===== src/rtl/ram_arbiter.sv =====
// Two-requester round-robin arbiter in front of a shared single-port RAM.
// Optional power-up RAM wipe is built in when RAM_ARB_CLEAR_EN is defined.
module ram_arbiter #(
  parameter int DATA_WIDTH = 16,
  parameter int ADDR_WIDTH = 6
) (
  input  logic                  clk,
  input  logic                  reset,
  input  logic                  req0,
  input  logic                  req1,
  input  logic                  we0,
  input  logic                  we1,
  input  logic [ADDR_WIDTH-1:0] addr0,
  input  logic [ADDR_WIDTH-1:0] addr1,
  input  logic [DATA_WIDTH-1:0] in0,
  input  logic [DATA_WIDTH-1:0] in1,
  output logic                  gnt0,
  output logic                  gnt1,
  output logic                  done0,
  output logic                  done1,
  output logic [DATA_WIDTH-1:0] out0,
  output logic [DATA_WIDTH-1:0] out1,
  output logic [ADDR_WIDTH-1:0] ram_addr,
  output logic [DATA_WIDTH-1:0] ram_in,
  output logic                  ram_load,
  input  logic [DATA_WIDTH-1:0] ram_out,
  output logic                  busy
);

  // state  | meaning
  // IDLE   | waiting for a request, arbitrates on each edge
  // ACCESS | RAM driven with the winner's latched address/data/we
  // RESP   | done/out pulsed to the winner for one cycle
  // CLEAR  | post-reset wipe walking every RAM address (optional)
`ifdef RAM_ARB_CLEAR_EN
  typedef enum logic [1:0] {IDLE, ACCESS, RESP, CLEAR} state_t;
`else
  typedef enum logic [1:0] {IDLE, ACCESS, RESP} state_t;
`endif

  state_t                state;
  logic                  win;
  logic                  last;
  logic                  pick1;
  logic [DATA_WIDTH-1:0] rdata;

  // last = 1 means requester 1 was served last, so requester 0 wins a tie
  assign pick1 = req1 & (~req0 | ~last);
  // the RAM output registers hold the latched transaction during ACCESS
  assign rdata = ram_load ? ram_in : ram_out;

  always_ff @(posedge clk) begin
    if (reset) begin
      win      <= 1'b0;
      last     <= 1'b1;
      gnt0     <= 1'b0;
      gnt1     <= 1'b0;
      done0    <= 1'b0;
      done1    <= 1'b0;
      out0     <= '0;
      out1     <= '0;
      ram_addr <= '0;
      ram_in   <= '0;
`ifdef RAM_ARB_CLEAR_EN
      state    <= CLEAR;
      busy     <= 1'b1;
      ram_load <= 1'b1;
`else
      state    <= IDLE;
      busy     <= 1'b0;
      ram_load <= 1'b0;
`endif
    end else begin
      case (state)
        IDLE: begin
          if (req0 | req1) begin
            state    <= ACCESS;
            busy     <= 1'b1;
            win      <= pick1;
            last     <= pick1;
            gnt0     <= ~pick1;
            gnt1     <= pick1;
            ram_addr <= pick1 ? addr1 : addr0;
            ram_in   <= pick1 ? in1 : in0;
            ram_load <= pick1 ? we1 : we0;
          end
        end
        ACCESS: begin
          state    <= RESP;
          done0    <= ~win;
          done1    <= win;
          out0     <= win ? '0 : rdata;
          out1     <= win ? rdata : '0;
          ram_addr <= '0;
          ram_in   <= '0;
          ram_load <= 1'b0;
        end
        RESP: begin
          state <= IDLE;
          busy  <= 1'b0;
          gnt0  <= 1'b0;
          gnt1  <= 1'b0;
          done0 <= 1'b0;
          done1 <= 1'b0;
          out0  <= '0;
          out1  <= '0;
        end
`ifdef RAM_ARB_CLEAR_EN
        CLEAR: begin
          if (ram_addr == '1) begin
            state    <= IDLE;
            busy     <= 1'b0;
            ram_load <= 1'b0;
            ram_addr <= '0;
          end else begin
            ram_addr <= ram_addr + 1'b1;
          end
        end
`endif
        default: state <= IDLE;
      endcase
    end
  end

endmodule


===== config.mk =====
export PLATFORM = sky130hd
export DESIGN_NAME = ram_arbiter
export DESIGN_NICKNAME = d
export VERILOG_FILES = /design/src/rtl/ram_arbiter.sv
export SDC_FILE = /design/constraint.sdc
export NUM_CORES = 1
export LEC_CHECK = 0
export CORE_ASPECT_RATIO = 1.25
export CORE_MARGIN = 3
export CORE_UTILIZATION = 44
export DETAILED_ROUTE_END_ITERATION = 10
export PLACE_DENSITY = 0.91
export SYNTH_ARGS = -nofsm -noshare
export SYNTH_HDL_FRONTEND = slang
export SYNTH_SLANG_ARGS = --single-unit

===== constraint.sdc =====
create_clock -name clk -period 3.47 [get_ports clk]
set_clock_uncertainty 0.2 [all_clocks]
set_input_delay 0.694 -clock clk [delete_from_list [all_inputs] [get_ports clk]]
set_output_delay 0.694 -clock clk [all_outputs]
set_load 0.005 [all_outputs]

---- Word level (Yosys, flattened, before mapping) ----
Index checks and enable logic that the tools add are counted.
storage, ports and cells
  bits in registers ....................... 64
  word-level logic and storage cells ...... 54
  input bits .............................. 66
operators by class
  reductions and logical operators ........ 7
  bitwise operators ....................... 7
  equality and inequality tests ........... 3
  mux-type cells .......................... 24
operator list
  cell                                                              count
  16-bit one-hot mux with 2 select lines                            3
  16-bit two-way mux                                                5
  6-bit two-way mux                                                 2
  1-bit one-hot mux with 2 select lines                             6
  6-bit one-hot mux with 2 select lines                             1
  2-bit AND reduction                                               3
  2-bit nonzero test                                                3
  1-bit two-way mux                                                 5
  1-bit inverter                                                    4
  2-bit one-hot mux with 2 select lines                             1
  2-bit by 1-bit == test with 1-bit output (second input constant)  1
  2-bit == test (second input constant)                             1
  2-bit logical NOT                                                 1
  2-bit two-way mux                                                 1
  2-bit != test (second input constant)                             1
  1-bit bitwise OR                                                  2
  1-bit bitwise AND                                                 1

---- Logic depth before layout (Yosys ltp) ----
Gate-level depths: netlist of run 1.
  word-level depth ........................ 6
  depth in mapped cells ................... 7

---- Least setup slack after synthesis of run 1 ----
Ideal clock, no wire load.
  path kind ............................... input to register
  start ................................... input reset
  end ..................................... register ram_addr[0]
  arrival ................................. 1.471 ns
  path buffers ............................ 2
  path slack .............................. 1.672 ns
  cell stages on the path ................. 5
  path through ............................ clkbuf_1 nor2_1 o211ai_1 clkbuf_1 o2bb2ai_1
RTL lines
  what                  RTL line  text
  start, declared       8         input logic reset,
  end signal, assigned  83        ram_addr <= pick1 ? addr1 : addr0;
  end, declared         23        output logic [ADDR_WIDTH-1:0] ram_addr,

---- Worst setup path after layout of run 1 ----
  start ................................... input req1
  end ..................................... register ram_in[6]
between the ends
  longest elaborated chain between the ends .. 4
  elaborated cells between the ends (all ways) .. 7
  those cells by class .................... eq/ne (1); mux (3); bitwise (2); reduce/logical (1)
ends and longest elaborated chain
  what                                    RTL line  text
  start, declared                         10        input logic req1,
  1-bit bitwise AND                       48        assign pick1 = req1 & (~req0 | ~last);
  16-bit two-way mux                      84        ram_in <= pick1 ? in1 : in0;
  16-bit two-way mux                      76        if (req0 | req1) begin
  16-bit one-hot mux with 2 select lines  74        case (state)
  end signal, assigned                    84
  end, declared                           24        output logic [DATA_WIDTH-1:0] ram_in,
Parallel ways exist; a longest one is shown, timed or not. The select of a mux whose other input is x is not followed.
A chain may end at the register's enable or synchronous reset.

==> results of run 1 <==
[power groups by stage]
stage	combinational, mW	clock, mW	sequential (mW)
after floorplan	0.249	0	0.867
after global placement	0.507	0	0.867
after detailed placement	0.518	0	0.868
after CTS	0.521	0.717	0.854
after global routing	0.558	0.752	0.863
final	0.516	0.706	0.855
[sequential cells by signal, summed over array words and instances (netlist names)]
register,count
out0,16
out1,16
ram_in,16
ram_addr,6
state,2
busy,1
done0,1
done1,1
gnt0,1
gnt1,1
last,1
ram_load,1
win,1
[metal layers]
metal / global-route usage, % / vias up / routed length [um]
li1: - / 1160 / -
met1: 28.3 / 1159 / 3270
met2: 37.5 / 81 / 3970
met3: 4.45 / 13 / 488
met4: 10.2 / 0 / 155
met5: 0 / - / 0
[cell type report]
type                    instances  share of cell area (%)
clock inverters                 6                    2.26
inverters                       4                   0.362
clock buffers                  10                    3.08
well taps                      64                    1.93
flip-flops and latches         64                    30.9
repair buffers                132                    31.4
multi-input cells             162                    30.0
[synth_stat cells, types with 2 or more instances]
master | instances | share of area (%)
o2bb2ai_1 | 23 | 7.6
o21ai_0 | 4 | 0.76
mux2i_1 | 25 | 9.5
nor2b_1 | 2 | 0.47
buf_6 | 4 | 1.7
ha_1 | 4 | 1.9
a22oi_1 | 33 | 9.4
inv_1 | 3 | 0.43
a21oi_1 | 5 | 0.95
buf_2 | 5 | 0.95
clkbuf_1 | 10 | 1.4
nor2_1 | 40 | 5.7
nand2_1 | 2 | 0.28
dfxtp_1 | 64 | 48
mux2_2 | 16 | 6.8
[worst min path at each step]
stage | cells after the start | startpoint | slack (ps) | endpoint
final | 1 | ram_addr[4] | 260 | ram_addr[4]
after global routing | 1 | ram_addr[5] | 280 | ram_addr[5]
after CTS | 1 | ram_addr[4] | 270 | ram_addr[4]
after detailed placement | 1 | ram_addr[4] | 250 | ram_addr[4]
after global placement | 1 | ram_addr[4] | 240 | ram_addr[4]
after floorplan | 1 | ram_addr[0] | 260 | ram_addr[0]
[through the flow]
stage	total power [mW]	util [%]	hold slack [ps]	setup WS (ps)
final	2.08	73.6	263	1260
after global routing	2.17	73.6	281	1190
after CTS	2.09	73.6	270	1280
after detailed placement	1.39	69.7	249	908
after global placement	1.37	69.7	244	958
after floorplan	1.12	-	256	1670
[critical path, delay by kind of cell]
kind,cells,cell delay (ps)
buf+inv,2,980
compound gates,2,290
mux,1,260
[cell families (layout without fill, tap and decap cells)]
kind of cell	after synthesis	after routing
AO/OA/AOI/OAI	69	69
adder cells (fa/ha/maj)	4	4
buffers and inverters	24	152
flip-flops	64	64
multiplexers	41	41
AND/OR/NAND/NOR	48	48
==> flow_summary.yaml, run 1 <==
status:
  status: "finished clean"
logic_synthesis:
  synth_area_sq_um: 2650
  synth.avg_cell_area_sq_um: 10.6
  synth_warnings: 0
  synth_compound_area_share_pct: 20.2
  synthesis.nets: 320
  synth_xor_area_share_pct: 0
  synth_edf_count: 0
  yosysSeqAreaShare_pct: 48.4
  synth_cell_types: 25
  synth_simple_gate_area_share_pct: 8.23
  postSynthCellCount: 250
  synthArstFlopShare_pct: 0
  synth_top_family_by_area: "compound AO/OA/AOI/OAI gates"
  ys_seq_elements: 64
  synthFlopType: "dfxtp_1"
  synthMuxAreaShare_pct: 16.3
  synthAdderAreaFrac_pct: 1.89
floorplan:
  ioPinCount: 126
  fp.dieH_um: 92.7
  core_sq_um: 5630
  dieArea_sq_um: 6980
  start_util_pct: 47.0
  die_x_um: 75.4
  placementRows: 30
clock_network:
  clock_sinks: 64
  htreeDepth: 3
  cts_setup_buffers: 0
  cts_made_buffers: 9
  clock_latency_ps: 330
  ctsHoldBuffers: 0
  clkTransAtPathRegs_ps: 70
  clockRootBuffer: "clkbuf_8"
  cts_tree: "done"
  cts_resized: 0
  clock_path_buffers: 2
grt:
  grt_overflow: 0
  antenna_found_initial: 0
  grt_max_degree: 38
  grt_pass1_vias: 2441
  grt.total_usage_pct: 22.9
  grt_first_pass_wirelength_um: 12100
routing:
  dr.pass1.iters: 4
  viasPerCell: 5.46
  postRouteAntennaNets: 0
  vias: 2413
  drtIter0Drc: 87
  wl_per_cell_um: 17.8
  drt-total-wl_um: 7880
  drc: 0
worst_setup_path:
  worstPathArrival_ps: 2230
  cpPeakStageDelay_ps: 590
  cp-start-kind: "input port"
  endpoint: "ram_in[6]"
  rrSetupSlack_ps: 1490
  startpoint: "req1"
  cp_max_fo: 25
  path_class: "in -> reg"
  r2r-start: "state[0]"
  rr_endpoint: "ram_in[8]"
  worstPathCellList: "clkdlybuf4s50_1 -> a21boi_4 -> buf_4 -> mux2i_1 -> o2bb2ai_1"
  endpoint_kind: "register"
  worstPathRequired_ps: 3490
  cp_slowest_cell: "clkdlybuf4s50_1"
  worst-r2r-cell-count: 5
power:
  p_leak_nw: 1.53
  p_int_mw: 1.51
  power.density_nw_per_um2: 501
  switching_share_pct: 27.4
  power_frac_comb_pct: 24.9
  p_sw_uw: 570
  seqPwrFrac_pct: 41.1
  clock_power_share_pct: 34.0
  ir_drop_mv: 0.330
finish:
  drive_gt1_share_pct: 11.1
  insertedDiodeCount: 0
  n_fill_cell: 412
  multi_input_area_sq_um: 1240
  regArea_sq_um: 1280
  area_delta_synth_final_pct: 56.8
  nNetsFinal: 443
  layout_common_cells: "clkdlybuf4s50_1, dfxtp_1, nor2_1"
  mostFrequentLayoutCell: "clkdlybuf4s50_1"
  layout.cells.non_filler: 442
  final_cell_area_sq_um: 4150
timing:
  finalSetupViolations: 0
  fin_crit_ps: 2210
  period_share_pct: 63.6
  worst_pin_slew_ps: 719
  max_freq_ghz: 0.453
  tns_ps: 0
  hold_viol_final: 0
  maxSlewHeadroom_pct: 52.1
  rsz0062_at_grt: "false"
  final_max_slew_viol_count: 0
place:
  dp_hpwl_um: 5720
  dp.cells: 426
  placed_area_sq_um: 3930
  io_buffers: 125
  gp_congestion: 0.779
run:
  max_cap_violations: 0
worst_hold_path:
  min_path_type: "reg -> reg"
No activity file was read; power rests on OpenSTA's default activity.
==> run 2: changes to the inputs <==
CORE_UTILIZATION = 41   (was 44)
PLACE_DENSITY = 0.86   (was 0.91)
clock period = 2.2 ns   (was 3.47 ns; I/O delays follow)
==> flow_summary.yaml, run 2 (same netlist as run 1, synthesis figures left out) <==
routing:
  dr.pass1.iters: 4
  drc: 0
  postRouteAntennaNets: 0
  drtIter0Drc: 110
  wl_per_cell_um: 16.7
  vias: 2420
  drt-total-wl_um: 7800
  viasPerCell: 5.19
worst_setup_path:
  worstPathArrival_ps: 2090
  rrSetupSlack_ps: 180
  cp_max_fo: 17
  cp_num_buf_inv: 1
  worstPathCellList: "inv_1 -> ha_1 -> nor3b_4 -> a22oi_1 -> nor2_1"
  cpPeakStageDelay_ps: 630
  cp-start-kind: "register"
  path_class: "reg -> reg"
  startpoint: "state[0]"
  r2r-start: "state[0]"
  critical-path-top-delay-family: "simple AND/OR/NAND/NOR gates"
  worstPathRequired_ps: 2270
  endpoint_kind: "register"
  cp_slowest_cell: "nor3b_4"
floorplan:
  start_util_pct: 42.6
  dieArea_sq_um: 7460
  placementRows: 32
  die_x_um: 77.8
  ioPinCount: 126
  core_sq_um: 6210
  fp.dieH_um: 95.8
timing:
  worst_pin_slew_ps: 715
  maxSlewHeadroom_pct: 52.3
  final_max_slew_viol_count: 0
  max_freq_ghz: 0.495
  finalSetupViolations: 0
  whs_ps: 264
  tns_ps: 0
  rsz0062_at_grt: "false"
  fin_crit_ps: 2020
  worst_slack_ps: 182
  period_share_pct: 91.7
  hold_viol_final: 0
grt:
  grt.total_usage_pct: 21.3
  grt_max_degree: 35
  grt_overflow: 0
  grt_first_pass_wirelength_um: 12300
  antenna_found_initial: 0
  grt_pass1_vias: 2413
finish:
  layout_common_cells: "clkdlybuf4s50_1, dfxtp_1, nor2_1"
  nNetsFinal: 446
  insertedDiodeCount: 0
  mostFrequentLayoutCell: "clkdlybuf4s50_1"
  drive_gt1_share_pct: 12.1
  biggestRegsByFlops: "out0 (16), out1 (16), ram_in (16)"
  area_delta_synth_final_pct: 58.5
  final_core_util_pct: 67.5
  n_fill_cell: 504
clock_network:
  cts_made_buffers: 9
  cts_setup_buffers: 0
  clock_latency_ps: 330
  ctsHoldBuffers: 0
  cts_resized: 1
  clock_sinks: 64
  cts_tree: "done"
  htreeDepth: 3
  clockRootBuffer: "clkbuf_8"
  clock_path_buffers: 2
  clkTransAtPathRegs_ps: 80
place:
  gp_congestion: 0.841
  pre_cts_slack_ps: -3.29
  dp_hpwl_um: 5800
  io_buffers: 125
worst_hold_path:
  min_from: "ram_addr[2]"
  min_path_type: "reg -> reg"
power:
  power.density_nw_per_um2: 755
  ir_drop_mv: 0.558
  finalPower_mw: 3.17
  p_leak_nw: 1.53
run:
  max_cap_violations: 0
status:
  status: "finished clean"
run 2: worst reg2reg max path, delay by kind of cell, from the launching register on:
kind	cells	cell delay, ps
AOI/OAI and AO/OA	1	180
adders and majority gates	1	330
buffers and inverters	1	90
DFF	1	360
and+or+nand+nor	2	800
run 2: where the power goes:
part           leakage [nW]  total (mW)  switching (mW)  internal (mW)
Sequential            0.523        1.35          0.0738           1.27
Clock                0.0887       0.994           0.467          0.527
Combinational         0.921       0.826           0.355          0.470
Total                  1.53        3.17           0.896           2.27
run 2: final timing paths:
kind	endpoint	depth (start not counted)
max	out0[9]	5
min	ram_addr[2]	1
max reg2reg	out0[9]	5
min reg2reg	ram_addr[2]	1
run 2: final cells by class:
| type | instances | area, sq um | area share (%) |
|---|---|---|---|
| clock buffer | 10 | 128 | 3.04 |
| clock inverter | 6 | 70.1 | 1.67 |
| inverter | 4 | 15.0 | 0.358 |
| multi-input combinational | 162 | 1250 | 29.9 |
| sequential | 64 | 1280 | 30.6 |
| tap | 85 | 106 | 2.54 |
| timing repair buffer | 135 | 1340 | 31.9 |
run 2: through the flow:
step	cell area, sq um	cells
floorplan	2650	250
global placement	3990	450
detailed placement	3990	450
CTS	4190	466
global route	4190	466
finish	4190	466
run 2: routing by layer:
layer	global-route usage [%]	routed length, um	up-vias
met5	0	0	-
met4	7.57	80	0
met3	5.43	388	6
met2	37.6	4040	79
met1	25.0	3290	1167
li1	-	-	1168
